--- src/rtl/bandit_environment_if.sv ---
// Bandit environment bus: groups the action stream (agent -> environment),
// the reward stream (environment -> agent), the probability write port and
// the pull counter.
//   master : agent / configuration side
//   slave  : environment side (bandit_environment)
interface bandit_environment_if #(
  parameter int ACTION_WIDTH = 8,
  parameter int REWARD_WIDTH = 16
);
  logic                           action_valid;
  logic [ACTION_WIDTH-1:0]        action_data;
  logic                           action_ready;
  logic                           reward_valid;
  logic signed [REWARD_WIDTH-1:0] reward_data;
  logic                           reward_ready;
  logic                           cfg_valid;
  logic [ACTION_WIDTH-1:0]        cfg_index;
  logic [7:0]                     cfg_prob;
  logic                           cfg_ready;
  logic [31:0]                    pull_count;

  modport master (
    output action_valid, action_data, reward_ready,
    output cfg_valid, cfg_index, cfg_prob,
    input  action_ready, reward_valid, reward_data, cfg_ready, pull_count
  );

  modport slave (
    input  action_valid, action_data, reward_ready,
    input  cfg_valid, cfg_index, cfg_prob,
    output action_ready, reward_valid, reward_data, cfg_ready, pull_count
  );
endinterface

--- src/rtl/bandit_environment.sv ---
// Bandit environment: accepts one arm index per transaction, looks up that
// arm's win threshold in a programmable table, draws against a free-running
// 16-bit Galois LFSR and returns REWARD_HIGH or REWARD_LOW.
//   clock   : rising-edge clock
//   reset_n : synchronous reset, active-low
//   bus     : bandit_environment_if.slave (action, reward, cfg, pull_count)
//
// state  | meaning
// CLEAR  | load INIT_PROB into every table entry, one per cycle
// IDLE   | ready for an action
// LOOKUP | registered table read of the latched arm
// DRAW   | compare LFSR low byte with threshold, latch reward
// RESP   | hold reward until the agent takes it
module bandit_environment #(
  parameter int ACTION_WIDTH = 8,
  parameter int REWARD_WIDTH = 16,
  parameter logic signed [REWARD_WIDTH-1:0] REWARD_HIGH = 16'sd256,
  parameter logic signed [REWARD_WIDTH-1:0] REWARD_LOW  = 16'sd0,
  parameter logic [7:0]  INIT_PROB = 8'd128,
  parameter logic [15:0] LFSR_SEED = 16'hACE1
) (
  input logic clock,
  input logic reset_n,
  bandit_environment_if.slave bus
);

  localparam int ARMS = 2 ** ACTION_WIDTH;
  localparam logic [15:0] LFSR_TAPS = 16'hB400;

  typedef enum logic [2:0] {
    S_CLEAR,
    S_IDLE,
    S_LOOKUP,
    S_DRAW,
    S_RESP
  } state_t;

  state_t                         state_q, state_d;
  logic [ACTION_WIDTH-1:0]        clr_idx_q, clr_idx_d;
  logic [ACTION_WIDTH-1:0]        arm_q, arm_d;
  logic [7:0]                     prob_q, prob_d;
  logic [15:0]                    lfsr_q, lfsr_d;
  logic                           action_ready_q, action_ready_d;
  logic                           cfg_ready_q, cfg_ready_d;
  logic                           reward_valid_q, reward_valid_d;
  logic signed [REWARD_WIDTH-1:0] reward_data_q, reward_data_d;
  logic [31:0]                    pull_count_q, pull_count_d;

  // Probability table: no reset, CLEAR is its only initialisation.
  logic [7:0]              prob_table [ARMS];
  logic                    tbl_we;
  logic [ACTION_WIDTH-1:0] tbl_waddr;
  logic [7:0]              tbl_wdata;
  logic                    win;

  always_comb begin
    tbl_we    = 1'b0;
    tbl_waddr = bus.cfg_index;
    tbl_wdata = bus.cfg_prob;
    if (state_q == S_CLEAR) begin
      tbl_we    = reset_n;
      tbl_waddr = clr_idx_q;
      tbl_wdata = INIT_PROB;
    end else begin
      tbl_we = reset_n & bus.cfg_valid & cfg_ready_q;
    end
  end

  always_ff @(posedge clock) begin
    if (tbl_we) prob_table[tbl_waddr] <= tbl_wdata;
  end

  // 8'hFF is "always wins" even though lfsr[7:0] can equal 8'hFF.
  assign win = (prob_q == 8'hFF) || (lfsr_q[7:0] < prob_q);

  always_comb begin
    state_d        = state_q;
    clr_idx_d      = clr_idx_q;
    arm_d          = arm_q;
    prob_d         = prob_q;
    reward_valid_d = reward_valid_q;
    reward_data_d  = reward_data_q;
    pull_count_d   = pull_count_q;
    lfsr_d         = {1'b0, lfsr_q[15:1]} ^ (lfsr_q[0] ? LFSR_TAPS : 16'h0000);

    case (state_q)
      S_CLEAR: begin
        clr_idx_d = clr_idx_q + 1'b1;
        if (clr_idx_q == {ACTION_WIDTH{1'b1}}) state_d = S_IDLE;
      end
      S_IDLE: begin
        if (bus.action_valid && action_ready_q) begin
          arm_d = bus.action_data;
          if (pull_count_q != 32'hFFFF_FFFF) pull_count_d = pull_count_q + 32'd1;
          state_d = S_LOOKUP;
        end
      end
      S_LOOKUP: begin
        // Same-edge cfg write to this arm is not seen: read returns old data.
        prob_d  = prob_table[arm_q];
        state_d = S_DRAW;
      end
      S_DRAW: begin
        reward_data_d  = win ? REWARD_HIGH : REWARD_LOW;
        reward_valid_d = 1'b1;
        state_d        = S_RESP;
      end
      S_RESP: begin
        if (bus.reward_ready) begin
          reward_valid_d = 1'b0;
          state_d        = S_IDLE;
        end
      end
      default: state_d = S_CLEAR;
    endcase

    action_ready_d = (state_d == S_IDLE);
    cfg_ready_d    = (state_d != S_CLEAR);
  end

  always_ff @(posedge clock) begin
    if (!reset_n) begin
      state_q        <= S_CLEAR;
      clr_idx_q      <= '0;
      arm_q          <= '0;
      prob_q         <= 8'd0;
      lfsr_q         <= LFSR_SEED;
      action_ready_q <= 1'b0;
      cfg_ready_q    <= 1'b0;
      reward_valid_q <= 1'b0;
      reward_data_q  <= '0;
      pull_count_q   <= 32'd0;
    end else begin
      state_q        <= state_d;
      clr_idx_q      <= clr_idx_d;
      arm_q          <= arm_d;
      prob_q         <= prob_d;
      lfsr_q         <= lfsr_d;
      action_ready_q <= action_ready_d;
      cfg_ready_q    <= cfg_ready_d;
      reward_valid_q <= reward_valid_d;
      reward_data_q  <= reward_data_d;
      pull_count_q   <= pull_count_d;
    end
  end

  assign bus.action_ready = action_ready_q;
  assign bus.cfg_ready    = cfg_ready_q;
  assign bus.reward_valid = reward_valid_q;
  assign bus.reward_data  = reward_data_q;
  assign bus.pull_count   = pull_count_q;

endmodule
--- src/flat_wrapper.sv ---
// flat-port wrapper written by rule: the top's interface ports become plain ports
module bandit_environment_flat 
#(
  parameter int ACTION_WIDTH = 8,
  parameter int REWARD_WIDTH = 16,
  parameter logic signed [REWARD_WIDTH-1:0] REWARD_HIGH = 16'sd256,
  parameter logic signed [REWARD_WIDTH-1:0] REWARD_LOW  = 16'sd0,
  parameter logic [7:0]  INIT_PROB = 8'd128,
  parameter logic [15:0] LFSR_SEED = 16'hACE1
)
  (clock, reset_n, bus_action_valid, bus_action_data, bus_reward_ready, bus_cfg_valid, bus_cfg_index, bus_cfg_prob, bus_action_ready, bus_reward_valid, bus_reward_data, bus_cfg_ready, bus_pull_count);
  bandit_environment_if #(.ACTION_WIDTH(ACTION_WIDTH), .REWARD_WIDTH(REWARD_WIDTH)) bus_i ();
  input logic clock;
  input logic reset_n;
  input wire logic [$bits(bus_i.action_valid)-1:0] bus_action_valid;
  input wire logic [$bits(bus_i.action_data)-1:0] bus_action_data;
  input wire logic [$bits(bus_i.reward_ready)-1:0] bus_reward_ready;
  input wire logic [$bits(bus_i.cfg_valid)-1:0] bus_cfg_valid;
  input wire logic [$bits(bus_i.cfg_index)-1:0] bus_cfg_index;
  input wire logic [$bits(bus_i.cfg_prob)-1:0] bus_cfg_prob;
  output wire logic [$bits(bus_i.action_ready)-1:0] bus_action_ready;
  output wire logic [$bits(bus_i.reward_valid)-1:0] bus_reward_valid;
  output wire logic [$bits(bus_i.reward_data)-1:0] bus_reward_data;
  output wire logic [$bits(bus_i.cfg_ready)-1:0] bus_cfg_ready;
  output wire logic [$bits(bus_i.pull_count)-1:0] bus_pull_count;
  assign bus_i.action_valid = bus_action_valid;
  assign bus_i.action_data = bus_action_data;
  assign bus_i.reward_ready = bus_reward_ready;
  assign bus_i.cfg_valid = bus_cfg_valid;
  assign bus_i.cfg_index = bus_cfg_index;
  assign bus_i.cfg_prob = bus_cfg_prob;
  assign bus_action_ready = bus_i.action_ready;
  assign bus_reward_valid = bus_i.reward_valid;
  assign bus_reward_data = bus_i.reward_data;
  assign bus_cfg_ready = bus_i.cfg_ready;
  assign bus_pull_count = bus_i.pull_count;
  bandit_environment #(.ACTION_WIDTH(ACTION_WIDTH), .REWARD_WIDTH(REWARD_WIDTH), .REWARD_HIGH(REWARD_HIGH), .REWARD_LOW(REWARD_LOW), .INIT_PROB(INIT_PROB), .LFSR_SEED(LFSR_SEED)) u_core (.clock(clock), .reset_n(reset_n), .bus(bus_i));
endmodule
--- config.mk ---
export PLATFORM = sky130hd
export DESIGN_NAME = bandit_environment_flat
export DESIGN_NICKNAME = d
export VERILOG_FILES = /design/src/rtl/bandit_environment_if.sv /design/src/rtl/bandit_environment.sv /design/src/flat_wrapper.sv
export SDC_FILE = /design/constraint.sdc
export NUM_CORES = 2
export LEC_CHECK = 0
export CORE_MARGIN = 2
export CORE_UTILIZATION = 56
export DETAILED_ROUTE_END_ITERATION = 10
export PLACE_DENSITY = 0.86
export SYNTH_ARGS = -nofsm -noshare
export SYNTH_HDL_FRONTEND = slang
export SYNTH_SLANG_ARGS = --single-unit
export TNS_END_PERCENT = 10
--- constraint.sdc ---
create_clock -name clock -period 8.58 [get_ports clock]
set_input_delay 0.858 -clock clock [delete_from_list [all_inputs] [get_ports clock]]
set_output_delay 0.858 -clock clock [all_outputs]
set_load 0.02 [all_outputs]
=== Word level (Yosys, flattened, before mapping) ===
Memories as Yosys holds them, arrays and structs flattened. A register that Yosys moved wholly into a read port is not among the register bits.
Index checks and enable logic that the tools add are counted.

* Memories kept: 1
* RAM bits: 2048
* Flip-flop bits (word level): 86
* Memory bits (read-only): 0
* Bits of input ports: 29
* Bits in latches: 0
* Output and inout bits: 51
* Logic and storage cells: 47

* $lt $le $gt $ge: 1
* Multipliers: 0
* Equal/unequal tests: 9
* Muxes and demuxes: 13
* Divide/modulo/power cells: 0
* Add/sub/neg operators: 2
* Bitwise logic cells: 3
* Shift operators: 0
* Reductions and logical operators: 9

{| class="wikitable"
|+ Memory list
! name !! words !! width !! rd ports !! clocked after memory_dff !! wr ports !! line !! source
|-
| u_core.prob_table || 256 || 8 || 1 || 1 || 1 || bandit_environment.sv:50 || <nowiki>logic [7:0] prob_table [ARMS];</nowiki>
|}

{| class="wikitable"
|+ Operators with widths
! operator !! count
|-
| 32-bit by 1-bit adder with 32-bit output, second input constant || 1
|-
| 32-bit != test, second input constant || 1
|-
| 8-bit equality test, second input constant || 2
|-
| 16-bit 2-to-1 mux || 1
|-
| 8-bit 2-to-1 mux || 2
|-
| 15-bit by 16-bit bitwise XOR with 16-bit output || 1
|-
| 3-bit one-hot mux with 5 select lines || 1
|-
| 3-bit 2-to-1 mux || 3
|-
| 9-bit 2-to-1 mux || 1
|-
| 8-bit by 1-bit adder with 8-bit output, second input constant || 1
|-
| 8-bit < comparator || 1
|-
| 3-bit by 1-bit equality test with 1-bit output, second input constant || 2
|-
| 3-bit by 2-bit equality test with 1-bit output, second input constant || 2
|-
| 1-bit 2-to-1 mux || 4
|-
| 2-bit AND reduction || 2
|-
| 3-bit equality test, second input constant || 1
|-
| 3-bit logical NOT || 1
|-
| 3-bit AND reduction || 1
|-
| 3-bit nonzero test || 1
|-
| 1-bit bitwise AND || 2
|-
| 2-bit != test, second input constant || 1
|-
| 1-bit one-hot mux with 2 select lines || 1
|-
| 2-bit nonzero test || 1
|-
| 1-bit logical AND || 1
|-
| 2 further kinds || 2
|}

=== Depth between registers and ports, before layout ===
* Word-level depth: 5
* Depth in mapped cells: 13

=== Worst setup path before layout ===
No wires, ideal clock.

* Path kind: register to register
* Start: register u_core.state_q[1]
* End: memory u_core.prob_table[0][0], data pin
* Setup slack: -198 ps
* Arrival: 7331 ps
* Cell stages (with the launch flop): 6
* Path buffers: 3
* Cell sequence: dfxtp_1 > clkbuf_1 > nor3_1 > clkbuf_1 > clkbuf_1 > nor2b_1

* Longest elaborated chain between the ends: 2

{| class="wikitable"
|+ Ends and longest elaborated chain
! item !! line !! source
|-
| start: declaration || bandit_environment.sv:38 || <nowiki>state_t state_q, state_d;</nowiki>
|-
| start signal: assignment || bandit_environment.sv:134 || <nowiki>state_q <= state_d;</nowiki>
|-
| 3-bit logical NOT || bandit_environment.sv:60 || <nowiki>if (state_q == S_CLEAR) begin</nowiki>
|-
| 8-bit 2-to-1 mux || bandit_environment.sv:60 ||
|-
| via u_core.tbl_wdata[0] || bandit_environment.sv:53 || <nowiki>logic [7:0] tbl_wdata;</nowiki>
|-
| end: declaration || bandit_environment.sv:50 ||
|}

The timed path passes the listed nets, and every way through them passes these cells.

==> run_results.csv <==
group,metric,value,unit
floorplan,die_h,388,um
timing,hold_viol,0,
clock_tree,clk_latency,0.84,ns
yosys,synth-edff-count,2048,
clock_tree,htree_levels,4,
pwr,p_seq_share,56.6,%
drt,wl_per_cell,35.8,um
setup_path,cp.required,9.22,ns
timing,tightest_slew,1.51,ns
yosys,synthCells,4048,
yosys,synth_adder_area_share,0.136,%
setup_path,ff2ff_setup_slack,3.74,ns
timing,drv_slew,10,
timing,fin_crit,4.84,ns
timing,fmax,0.207,GHz
worst_hold_path,min_path_type,"reg2reg",
yosys,synth_cell_type_count,67,
yosys,ys_seq_elements,2127,
setup_path,crit_buf_inv,2,
pwr,combPwrFrac,0.5,%
pwr,switching_share,19.7,%
clock_tree,cts_tree,"done",
floorplan,coreArea,146000,um^2
drt,drt_wl_total,223000,um
setup_path,path_cells,"buf_4 > buf_4 > mux4_2 > a22o_1 > a221oi_1 > o22ai_1 > o21ai_0 > nand4_1",
placement,place_ws,3.82,ns
setup_path,worst-path-stages,8,
grt,grt_pass1_wl,319000,um
yosys,synth-xor-area-share,0.414,%
pwr,internal_power,15900,uW
yosys,ys_seq_area_share,76.4,%
clock_tree,post_cts_buffers,0,
pwr,clkPwrFrac,42.8,%
floorplan,rows,140,
setup_path,reg2reg_depth,8,
placement,portBuffers,64,
drt,antenna_left,0,
yosys,synthSimpleGateAreaFrac,3.54,%
pwr,p_leak,0.0277,uW
floorplan,die_w,388,um
setup_path,crit_slowest_cell,"o21ai_0",
setup_path,worstPathMaxFanout,48,
drt,drt_pass1_iterations,7,
clock_tree,numClockSinks,2127,
setup_path,max_stage_delay,1.03,ns
placement,placedCellCount,5871,
timing,rsz0062_at_grt,"false",
yosys,synthArstFlopShare,0,%
drt,drcViolationCount,0,
timing,skew,0.0337,ns
yosys,synth_top_family_by_area,"multiplexers",
grt,antenna_found_initial,2,
timing,timing.hold.ws,0.434,ns
timing,min_period_over_period,56.4,%
clock_tree,cts_hold_repair.buffers,0,
pwr,p_sw,3910,uW
grt,grt_max_degree,206,
worst_hold_path,min_path_cells,1,
floorplan,dieArea,151000,um^2
placement,gp_congestion,0.904,
clock_tree,cts_made_buffers,194,
clock_tree,cts-root-buf,"clkbuf_16",
cells_and_area,seqCellArea,63100,um^2
grt,grt_overflow_total,0,
cells_and_area,post-route-util,62.6,%
timing,setup_viol,0,
pwr,ir_drop,0.000211,V
timing,slew_headroom,-1.83,%
placement,hpwl,123000,um
grt,gr-usage-all-layers,29.5,%
yosys,synth_area,82600,um^2
pwr,powerDensity,217,nW/um^2
yosys,yosysWarnings,0,
outcome,status,"complete, but fails checks",
setup_path,cp-end-kind,"flop",
grt,grt_pass1_vias,44700,
cells_and_area,nFillCells,8993,
cells_and_area,multiInputGateArea,18300,um^2
yosys,synth_compound_area_share,3.51,%
cells_and_area,instances_no_fill,6229,
floorplan,start_util,56.5,%
yosys,synthMuxAreaShare,14.4,%
cells_and_area,fin_nets,4188,
clock_tree,cts_resized,0,
run,drv_cap,2,
floorplan,io_pins,80,
clock_tree,clk_pin_slew,0.07,ns
pwr,total_power,19800,uW
yosys,ys.flop_type,"edfxtp_1",
cells_and_area,drive_gt1_share,20.2,%
setup_path,worstPathArrival,5.48,ns
clock_tree,clk_path_buf_depth,3,
drt,dr_total_vias,45100,
outcome,violations,"max-capacitance violations, max-slew violations",
drt,viasPerCell,7.24,
setup_path,path_class,"reg2reg",
setup_path,cpMostUsedCell,"buf_4",
setup_path,path_delay_family,"compound AO/OA/AOI/OAI gates",
timing,fin_ws,3.74,ns
setup_path,startpoint_type,"flop",
cells_and_area,area_growth_syn_to_layout,10.7,%
yosys,synth.avg_cell_area,20.4,um^2
drt,drt-initial-drc-count,8366,
[final timing paths]
kind / start / end
hold / removal: u_core.lfsr_q[12]$_SDFF_PN0_ / u_core.lfsr_q[11]$_SDFF_PN1_
hold reg to reg: u_core.lfsr_q[12]$_SDFF_PN0_ / u_core.lfsr_q[11]$_SDFF_PN1_
setup / recovery: u_core.arm_q[0]$_SDFFE_PN0P_ / u_core.prob_q[4]$_SDFFE_PN0P_
setup reg to reg: u_core.arm_q[0]$_SDFFE_PN0P_ / u_core.prob_q[4]$_SDFFE_PN0P_
[cell usage after synthesis (39+ instances only)]
cell,count,area [um^2]
nor2_1,283,1060
nand3_1,56,280
a22o_1,51,447
a221oi_1,64,561
and2_1,49,307
a22oi_1,68,510
o22ai_1,58,363
clkbuf_1,127,477
mux2i_1,90,901
mux4_2,473,10700
buf_2,48,240
o21ai_0,39,195
buf_4,49,368
dfxtp_1,79,1580
nand2_1,94,353
edfxtp_1,2048,61500
[cells in the final DEF (no fill, tap or decap), types with 9 or more instances in the layout]
| cell | instances |
|---|---|
| edfxtp_1 | 2048 |
| mux4_2 | 473 |
| nor2_1 | 282 |
| clkbuf_16 | 196 |
| nand2_1 | 94 |
| mux2i_1 | 90 |
| dfxtp_1 | 75 |
| a22oi_1 | 68 |
| buf_4 | 67 |
| a221oi_1 | 64 |
| clkdlybuf4s50_1 | 63 |
| o22ai_1 | 58 |
| nand3_1 | 55 |
| a22o_1 | 51 |
| clkbuf_1 | 50 |
| and2_1 | 48 |
| o21ai_0 | 37 |
| clkinv_1 | 37 |
| xnor2_1 | 29 |
| clkinv_2 | 25 |
| a21oi_1 | 24 |
| nand2b_1 | 20 |
| nand4_1 | 20 |
| mux2_2 | 20 |
| nor2b_1 | 17 |
| inv_1 | 16 |
| nand3b_1 | 15 |
| o211ai_1 | 15 |
| conb_1 | 15 |
| bufinv_16 | 14 |
| buf_12 | 14 |
| nor3_1 | 13 |
| a211oi_1 | 13 |
| and3_1 | 11 |
| a31oi_1 | 11 |
| xor2_1 | 10 |
| nor2b_4 | 9 |
| ha_1 | 9 |
| clkinvlp_4 | 9 |
| inv_6 | 9 |
[area by class of cell]
class                      instances  share of cell area, %
sequential                      2127                   69.0
multi-input combinational       1665                   20.0
clock buffer                     249                   5.62
tap                             1917                   2.62
timing repair buffer             145                   1.55
clock inverter                   104                   1.06
inverter                          17                 0.0698
antenna                            5                 0.0137
[kinds of logic after synthesis]
logic type / count (synthesis)
flip-flops: 2127
AO/OA/AOI/OAI: 395
buffers and inverters: 270
AND/OR/NAND/NOR: 621
multiplexers: 586
other: 1
XOR/XNOR: 39
adder cells (fa/ha/maj): 9
[flip-flops by register name, indices dropped and copies added (netlist names), 3 cells and up]
name and flops:
u_core.lfsr_q 16, u_core.arm_q 8, u_core.prob_q 8, u_core.prob_table 2048, u_core.clr_idx_q 8, u_core.state_q 3, u_core.bus.pull_count 32
[metrics by stage]
| stage | cell area [um^2] | setup TNS (ns) |
|---|---|---|
| final | 91400 | 0 |
| after global routing | 91400 | 0 |
| after CTS | 91400 | 0 |
| after detailed placement | 85300 | 0 |
| after global placement | 85300 | 0 |
| after floorplan | 82600 | -354.31 |
[worst reg2reg max path, cell delays in order, from the launching register on]
cell      delay, ns
dfxtp_4        0.39
buf_4          0.59
buf_4          0.90
mux4_2         0.69
a22o_1         0.24
a221oi_1       0.43
o22ai_1        0.17
o21ai_0        1.03
nand4_1        0.20
[routing by layer]
metal / global-route usage [%] / share of wire [%] / vias to the layer above
met2: 46.3 / 47 / 4612
met5: 0.0319 / 0 / -
met3: 9.08 / 14 / 1043
li1: - / - / 16900
met4: 16.9 / 7.1 / 0
met1: 36.9 / 32 / 22500
[power by group through the flow]
stage	logic (uW)	registers (uW)	clock network, uW
2_1_floorplan	50.5	11400	0
3_3_place_gp	95.0	11400	0
3_5_place_dp	96.2	11400	0
4_1_cts	99.7	11200	8480
5_1_grt	105	11200	8810
6_report	105	11200	8490
Power figures use the tool's default switching activity.
